`src/rtl/ising_field_accum.sv`:
```
// ising_field_accum: sequential J*sigma local-field accumulator.
// Streams one column of J per cycle and accumulates h_i = sum_j J[i][j]*s_j,
// where s_j = +1 for sigma bit 1 and -1 for sigma bit 0.
module ising_field_accum #(
  parameter  int unsigned VECTOR_WIDTH = 8,
  parameter  int unsigned N            = 4,
  localparam int unsigned ACC_WIDTH    = N + $clog2(VECTOR_WIDTH) + 1
) (
  input  logic                              clk,
  input  logic                              rst,
  input  logic                              start,
  input  logic [VECTOR_WIDTH-1:0]           sigma_vector,
  input  logic                              col_valid,
  output logic                              col_ready,
  input  logic [VECTOR_WIDTH*N-1:0]         J_Column,
  output logic [VECTOR_WIDTH*ACC_WIDTH-1:0] field_out,
  output logic                              field_valid,
  input  logic                              field_ready,
  output logic                              busy
);

  localparam int unsigned CNT_W = (VECTOR_WIDTH > 1) ? $clog2(VECTOR_WIDTH) : 1;

  localparam logic [1:0] S_IDLE  = 2'd0;
  localparam logic [1:0] S_ACCUM = 2'd1;
  localparam logic [1:0] S_DONE  = 2'd2;

  logic [1:0]                  state;
  logic [1:0]                  state_nxt;
  logic [CNT_W-1:0]            col_cnt;
  logic [VECTOR_WIDTH-1:0]     sigma_q;
  logic signed [ACC_WIDTH-1:0] acc     [VECTOR_WIDTH];
  logic signed [ACC_WIDTH-1:0] acc_nxt [VECTOR_WIDTH];
  logic                        start_go;
  logic                        col_fire;
  logic                        last_col;

  assign start_go = (state == S_IDLE) && start;
  assign col_fire = (state == S_ACCUM) && col_valid;
  assign last_col = (col_cnt == CNT_W'(VECTOR_WIDTH - 1));

  // Next-state logic
  always_comb begin
    state_nxt = state;
    case (state)
      S_IDLE:  if (start) state_nxt = S_ACCUM;
      S_ACCUM: if (col_fire && last_col) state_nxt = S_DONE;
      S_DONE:  if (field_ready) state_nxt = S_IDLE;
      default: state_nxt = S_IDLE;
    endcase
  end

  // State register and registered control decodes
  always_ff @(posedge clk) begin
    if (rst) begin
      state       <= S_IDLE;
      col_ready   <= 1'b0;
      field_valid <= 1'b0;
      busy        <= 1'b0;
    end else begin
      state       <= state_nxt;
      col_ready   <= (state_nxt == S_ACCUM);
      field_valid <= (state_nxt == S_DONE);
      busy        <= (state_nxt == S_ACCUM) || (state_nxt == S_DONE);
    end
  end

  // Per-row add or subtract of the sign-extended column element
  always_comb begin
    for (int unsigned i = 0; i < VECTOR_WIDTH; i++) begin
      if (sigma_q[col_cnt]) begin
        acc_nxt[i] = acc[i] + ACC_WIDTH'($signed(J_Column[i*N +: N]));
      end else begin
        acc_nxt[i] = acc[i] - ACC_WIDTH'($signed(J_Column[i*N +: N]));
      end
    end
  end

  // Accumulators, column counter and latched spin vector
  always_ff @(posedge clk) begin
    if (rst) begin
      col_cnt <= '0;
      sigma_q <= '0;
      for (int unsigned i = 0; i < VECTOR_WIDTH; i++) acc[i] <= '0;
    end else if (start_go) begin
      col_cnt <= '0;
      sigma_q <= sigma_vector;
      for (int unsigned i = 0; i < VECTOR_WIDTH; i++) acc[i] <= '0;
    end else if (col_fire) begin
      col_cnt <= last_col ? '0 : col_cnt + CNT_W'(1);
      for (int unsigned i = 0; i < VECTOR_WIDTH; i++) acc[i] <= acc_nxt[i];
    end
  end

  // Flatten accumulators onto the result bus
  always_comb begin
    field_out = '0;
    for (int unsigned i = 0; i < VECTOR_WIDTH; i++) begin
      field_out[i*ACC_WIDTH +: ACC_WIDTH] = acc[i];
    end
  end

endmodule
```
`config.mk`:
```
export PLATFORM = sky130hd
export DESIGN_NAME = ising_field_accum
export DESIGN_NICKNAME = d
export VERILOG_FILES = /design/src/rtl/ising_field_accum.sv
export SDC_FILE = /design/constraint.sdc
export NUM_CORES = 1
export LEC_CHECK = 0
export CAP_MARGIN = 10
export CORE_MARGIN = 8
export CORE_UTILIZATION = 30
export CTS_CLUSTER_SIZE = 14
export DETAILED_ROUTE_END_ITERATION = 12
export HOLD_SLACK_MARGIN = 0.15
export MAX_ROUTING_LAYER = met4
export PLACE_DENSITY_LB_ADDON = 0.12
export SETUP_SLACK_MARGIN = 0.4
export SLEW_MARGIN = 40
export SYNTH_ARGS = -nofsm -noshare
export SYNTH_HDL_FRONTEND = slang
export SYNTH_SLANG_ARGS = --single-unit
```
`constraint.sdc`:
```
create_clock -name clk -period 4.05 [get_ports clk]
set_input_delay 0.81 -clock clk [delete_from_list [all_inputs] [get_ports clk]]
set_output_delay 0.81 -clock clk [all_outputs]
set_load 0.1 [all_outputs]
```
==> results.sh <==
export IMPL_final_layout_size_suffix_gt1_share_pct=16.9
export IMPL_reg2reg_slack_ns=0.55
export IMPL_startpoint_type="flip-flop"
export IMPL_hold_class="flip-flop to flip-flop"
export IMPL_syn2layout_area_growth_pct=25.1
export IMPL_die_x_um=156
export IMPL_status="finished, final reports clean"
export IMPL_cts_path_max_buffers=2
export IMPL_io_pins=112
export IMPL_syn_area_per_cell_um2=9.78
export IMPL_holdCritStartpoint="acc[0][0]$_SDFFE_PP0P_"
export IMPL_cts_root_buf="clkbuf_16"
export IMPL_max_freq_mhz=286
export IMPL_reg2regPathDepth=10
export IMPL_cp_common_cell="a21oi_1"
export IMPL_period_share_pct=86.4
export IMPL_worst_skew_pair_late_latency_ns=0.35
export IMPL_cts_tree="yes"
export IMPL_crit_reg2reg_launch="col_cnt[0]$_SDFFE_PP0P_"
export IMPL_row_count=51
export IMPL_gp_congestion=0.813
export IMPL_core_mm2=0.0193
export IMPL_syn_area_mm2=0.00585
export IMPL_die_height_um=156
export IMPL_grt_max_degree=43
export IMPL_synth_fp_nets=728
export IMPL_p_leak_nw=3.29
export IMPL_worstPathRequired_ns=4.12
export IMPL_endpoint_kind="flip-flop"
export IMPL_drt_drc_violations_left=0
export IMPL_syn_instance_count=598
export IMPL_cts_hold_buf=0
export IMPL_relSlewSlack_pct=47.0
export IMPL_grt_remaining_overflow=0
export IMPL_slowest_delay_ns=0.61
export IMPL_worst_slack_ns=0.552
export IMPL_start_util_pct=30.3
export IMPL_worst_pin_slew_ns=0.793
export IMPL_finalClockSkew_ns=0.0109
export IMPL_htreeDepth=3
export IMPL_slew_violations=0
export IMPL_clkTransAtPathRegs_ns=0.08
export IMPL_nets=843
export IMPL_synth_seq_cells=80
export IMPL_hold_slack_ns=0.476
export IMPL_grt_pass1_wl_um=23900
export IMPL_setup_tns_final_ns=0
export IMPL_routed_wl_um=15500
export IMPL_hold_depth=2
export IMPL_clock_sinks=80
export IMPL_slowest_stage="mux4_2"
export IMPL_crit_type="flip-flop to flip-flop"
export IMPL_whs_endpoint="acc[0][0]$_SDFFE_PP0P_"
export IMPL_hold_viol=0
export IMPL_power_density_mw_per_mm2=408
export IMPL_yosysSeqAreaShare_pct=37.0
export IMPL_antenna_cells=0
export IMPL_drtAntennaViolNets=0
export IMPL_dp_slack_ns=0.263
export IMPL_ys_warnings_count=0
export IMPL_die_area_mm2=0.0242
export IMPL_ys_types=38
export IMPL_wl_per_cell_um=15.8
export IMPL_io_buffers=111
export IMPL_power_mw=2.98
export IMPL_vias=4591
export IMPL_antenna_found_initial=0
export IMPL_cts_buffers=9
export IMPL_via_per_inst=4.67
export IMPL_rsz0062_at_grt="no"
export IMPL_path_max_fanout=9
export IMPL_gr_usage_all_layers_pct=12.6
export IMPL_grt_pass1_vias=4784
export IMPL_maxCapViolCount=0
export IMPL_place_hpwl_um=11000
export IMPL_path_cells="mux4_2 > mux2_8 > mux2_2 > ha_1 > a21o_1 > a21oi_1 > o21bai_1 > a2111oi_1 > or3_1 > a21oi_1"
export IMPL_fin_crit_ns=3.50
export IMPL_timing_rr_end="acc[1][23]$_SDFFCE_PN0P_"
export IMPL_ir_worst_vdd_v=0.000174
export IMPL_dr_pass1_iters=4
export IMPL_setup_viol=0
export IMPL_dr_first_iter_drc_count=182
export IMPL_arrival_ns=3.57
-- where the power goes --
group / switching, mW / internal (mW)
Sequential: 0.0465 / 0.945
Combinational: 0.784 / 0.369
Clock: 0.401 / 0.435
Total: 1.23 / 1.75
-- flip-flops by register name, summed over array words and instances, names as in the netlist --
name         cells
acc             64
sigma_q          8
col_ready        1
state            2
busy             1
field_valid      1
col_cnt          3
-- per-layer routing --
metal | part of all wire, % | routed length, µm | track usage (%) | up-vias
met3 | 3.8 | 591 | 2.55 | 12
li1 | - | - | - | 2347
met5 | 0 | 0 | - | -
met2 | 47 | 7340 | 20.5 | 74
met1 | 48 | 7380 | 15.5 | 2158
met4 | 1.1 | 177 | 4.07 | 0
-- logic make-up after synthesis --
family          Yosys count  share of synthesized area, %
xor+xnor                 53                          7.94
fa+ha+maj                85                          19.2
flops                    80                          37.0
compound gates          139                          14.6
simple gates            152                          12.5
buf+inv                  70                          4.62
mux                      19                          4.07
-- repair_timing --
item                       CTS  global route
gates resized for setup      3            14
buffers inserted             0             2
setup endpoints to repair    7            12
cloned                       0             2
-- worst max-delay path by stage --
stage                                    end  slack [ns]                    start  cells past startpoint
floorplan            acc[1][7]$_SDFFCE_PN0P_        0.54  col_cnt[0]$_SDFFE_PP0P_                     12
global placement    acc[1][23]$_SDFFCE_PN0P_        0.25             J_Column[24]                     11
detailed placement  acc[1][15]$_SDFFCE_PN0P_        0.26             J_Column[20]                     11
CTS                 acc[1][23]$_SDFFCE_PN0P_        0.41  col_cnt[0]$_SDFFE_PP0P_                     10
global route        acc[0][23]$_SDFFCE_PN0P_        0.33  col_cnt[0]$_SDFFE_PP0P_                     11
finish              acc[1][23]$_SDFFCE_PN0P_        0.55  col_cnt[0]$_SDFFE_PP0P_                     10
-- Yosys cell counts, drive strengths merged --
master,n,share of area (%)
ha,77,16
mux2,9,1.8
nor3,10,0.86
edfxtp,56,29
o21bai,14,1.8
nor2b,14,1.5
and4b,1,0.17
or3,10,1.1
xnor2,31,4.6
a22o,8,1.2
inv,53,3.4
nand3b,2,0.26
a21oi,49,4.2
a311oi,1,0.15
o21a,8,1.0
clkbuf,16,1.0
and3b,1,0.15
nand3,6,0.51
dfxtp,24,8.2
and2,14,1.5
a311o,1,0.17
o21ai,35,3.0
mux4,2,0.90
fa,8,2.7
nand2,23,1.5
xor2,22,3.3
a2111oi,7,1.0
nor2,60,3.9
or2,9,0.96
buf,1,0.19
a211oi,1,0.13
nor3b,1,0.13
mux2i,8,1.4
o22ai,1,0.11
a21o,14,1.8
nand2b,1,0.11
-- final cells by class --
cell class | instances | area [µm²]
inverter | 53 | 199
multi-input combinational | 450 | 3490
clock inverter | 7 | 63.8
timing repair buffer | 119 | 836
clock buffer | 9 | 225
sequential | 80 | 2160
fill | 1963 | 12000
tap | 265 | 332
-- metrics by stage --
stage	area (µm²)	instances	util [%]
after floorplan	5850	598	-
after global placement	7260	963	37.7
after detailed placement	6930	963	36.0
after CTS	7240	979	37.6
after global routing	7310	983	37.9
final	7310	983	37.9
-- cells in the final DEF, fill, tap and decap left out, types with 9 or more instances in the layout --
cell type	synthesis	routed
clkbuf_16	0	9
nor2_1	60	60
a21o_1	14	14
ha_1	77	77
dfxtp_1	24	23
a21oi_1	49	48
o21bai_1	14	14
inv_1	53	53
xor2_1	22	22
buf_2	0	67
nor2b_1	14	14
nand2_1	23	23
xnor2_1	31	31
or3_1	10	10
or2_2	9	9
clkdlybuf4s50_1	0	44
edfxtp_1	56	56
o21ai_0	32	32
and2_1	14	14
nor3_1	10	10
-- worst max-delay path: cells and delay by family (launching register included) --
family          cells  cell delay [ns]
compound gates      5             1.01
fa+ha+maj           1             0.28
flops               1             0.40
mux                 3             1.34
simple gates        1             0.17
Power figures use the tool's default switching activity.
==> RTL change: new RTL, same flow settings <==
Make the reset (`rst`) asynchronous in 2 clocked blocks.
--- a/src/rtl/ising_field_accum.sv
+++ b/src/rtl/ising_field_accum.sv
@@ -53,3 +53,3 @@
   // State register and registered control decodes
-  always_ff @(posedge clk) begin
+  always_ff @(posedge clk or posedge rst) begin
     if (rst) begin
@@ -79,3 +79,3 @@
   // Accumulators, column counter and latched spin vector
-  always_ff @(posedge clk) begin
+  always_ff @(posedge clk or posedge rst) begin
     if (rst) begin
Check against the original RTL: differs if rst is asserted again (counterexample within 4 cycles, from zero or initial values and one cycle with rst high); with rst held inactive, the same outputs for 4 cycles.
==> RTL change against the unedited design <==
  * Synthesized cell count increased by 14%
  * Area after synthesis rose by 5.3%
  * Via count increased by 11%
  * Final area grew 4.8%
  * Setup slack better by 74 ps
  * Final cell count rose by 8.9%
  * Sequential cell count unchanged
  * Routed wire length increased by 6.5%
  * Largest cell class unchanged
  * Highest routed layer unchanged
Power is left out: the tool's default activity adds up to more than one toggle a clock period on the data nets, which glitch-free logic cannot reach.
==> RTL change: results (changes against the unedited design) <==
[run_status]
status = completed  ; unchanged

[routing]
wl_met2_mm = 7.99  ; was 7.34 mm
wirelength_mm = 16.5  ; was 15.5 mm
drtIter0Drc = 176  ; was 182
routed-wl-met3_um = 511  ; was 591 um
vias = 5091  ; was 4591
m1WireLength_mm = 7.78  ; was 7.38 mm

[synthesis]
synth_common_cells = ha_1 (83), nand2_1 (81), dfrtp_1 (80), o21ai_0 (65), inv_1 (60)  ; was ha_1 (77), nor2_1 (60), edfxtp_1 (56), inv_1 (53), a21oi_1 (49)
synthTopCellsByArea = dfrtp_1 (33%), ha_1 (17%), o21ai_0 (5.3%)  ; was edfxtp_1 (29%), ha_1 (16%), dfxtp_1 (8.2%)
ys_types = 36  ; was 38
synthFlopType = dfrtp_1  ; was edfxtp_1
syn-num-nets = 817  ; was 728
ys_seq_area_frac = 0.325  ; was 0.370

[global_routing]
grt_max_degree = 46  ; was 43
grt_first_pass_wirelength_mm = 26.6  ; was 23.9 mm
track_usage = 0.131  ; was 0.126

[worst_hold_path]
min_path_cells = 1  ; was 2
hold_path.startpoint = sigma_q[0]  ; was acc[0][0]

[critical_path]
rr_endpoint = field_out[14]  ; was acc[1][23]
critPathArrivalTime_ps = 3650  ; was 3570 ps
worstPathMaxFanout = 10  ; was 9
rr_worst_depth = 11  ; was 10
cp_slowest_stage_delay_ps = 590  ; was 610 ps

[layout]
final_nets = 931  ; was 843

[sta]
maxSlewHeadroom = 0.636  ; was 0.470
skew_ps = 10.0  ; was 10.9 ps

[clock_tree]
clk_pin_slew_ps = 60  ; was 80 ps

## RTL change: per-layer routing
| metal | vias up | GRT usage |
|---|---|---|
| li1 | 2576 | - |
| met1 | 2418 | 0.158 |
| met2 | 80 | 0.222 |
| met3 | 17 | 0.0220 |
| met4 | 0 | 0.0382 |
| met5 | - | - |
## RTL change: cell families after synthesis
logic type      count (synthesis)  synth area share
mux                            19            0.0433
simple gates                  179             0.131
compound gates                174             0.180
fa+ha+maj                      91             0.195
buf+inv                        89            0.0561
xor+xnor                       49            0.0697
flops                          80             0.325
## RTL change: how the worst max path moves through the flow
| stage | start | to | slack [ps] | cells after the start |
|---|---|---|---|---|
| floorplan | col_cnt[0] | field_out[62] | 690 | 13 |
| global placement | col_cnt[0] | field_out[54] | 410 | 11 |
| detailed placement | J_Column[24] | field_out[54] | 440 | 12 |
| CTS | col_cnt[0] | field_out[54] | 480 | 11 |
| global route | col_cnt[0] | field_out[54] | 410 | 11 |
| finish | col_cnt[0] | field_out[14] | 630 | 11 |
## RTL change: worst reg2reg max path, cell delays in order, from the launching register on
cell      delay, ps
dfrtp_2         420
mux4_2          590
mux2_8          390
nor2_1          150
xor2_1          240
ha_1            290
nor2b_1         130
o21ai_0         200
a21boi_0        160
o21a_1          200
or3_1           300
a32o_1          260
## RTL change: stage by stage
step / hold slack, ps / worst slack (ps) / cells / cell area [um^2]
after floorplan: 475 / 693 / 681 / 6150
after global placement: 499 / 407 / 1050 / 7590
after detailed placement: 497 / 436 / 1051 / 7290
after CTS: 511 / 478 / 1067 / 7610
after global routing: 530 / 411 / 1070 / 7660
final: 506 / 626 / 1070 / 7660
## RTL change: cell type report
type / count / area [um^2]
timing repair buffer: 122 / 878
inverter: 68 / 260
clock buffer: 11 / 243
sequential: 80 / 2000
tap: 270 / 338
multi-input combinational: 514 / 3860
clock inverter: 5 / 80.1
fill: 2079 / 12500
## RTL change: what timing repair did
item                                    CTS  global route
setup buffers                             0             1
resized for setup                         0             2
endpoints found under the setup margin    0             7
hold buffers                              0             0
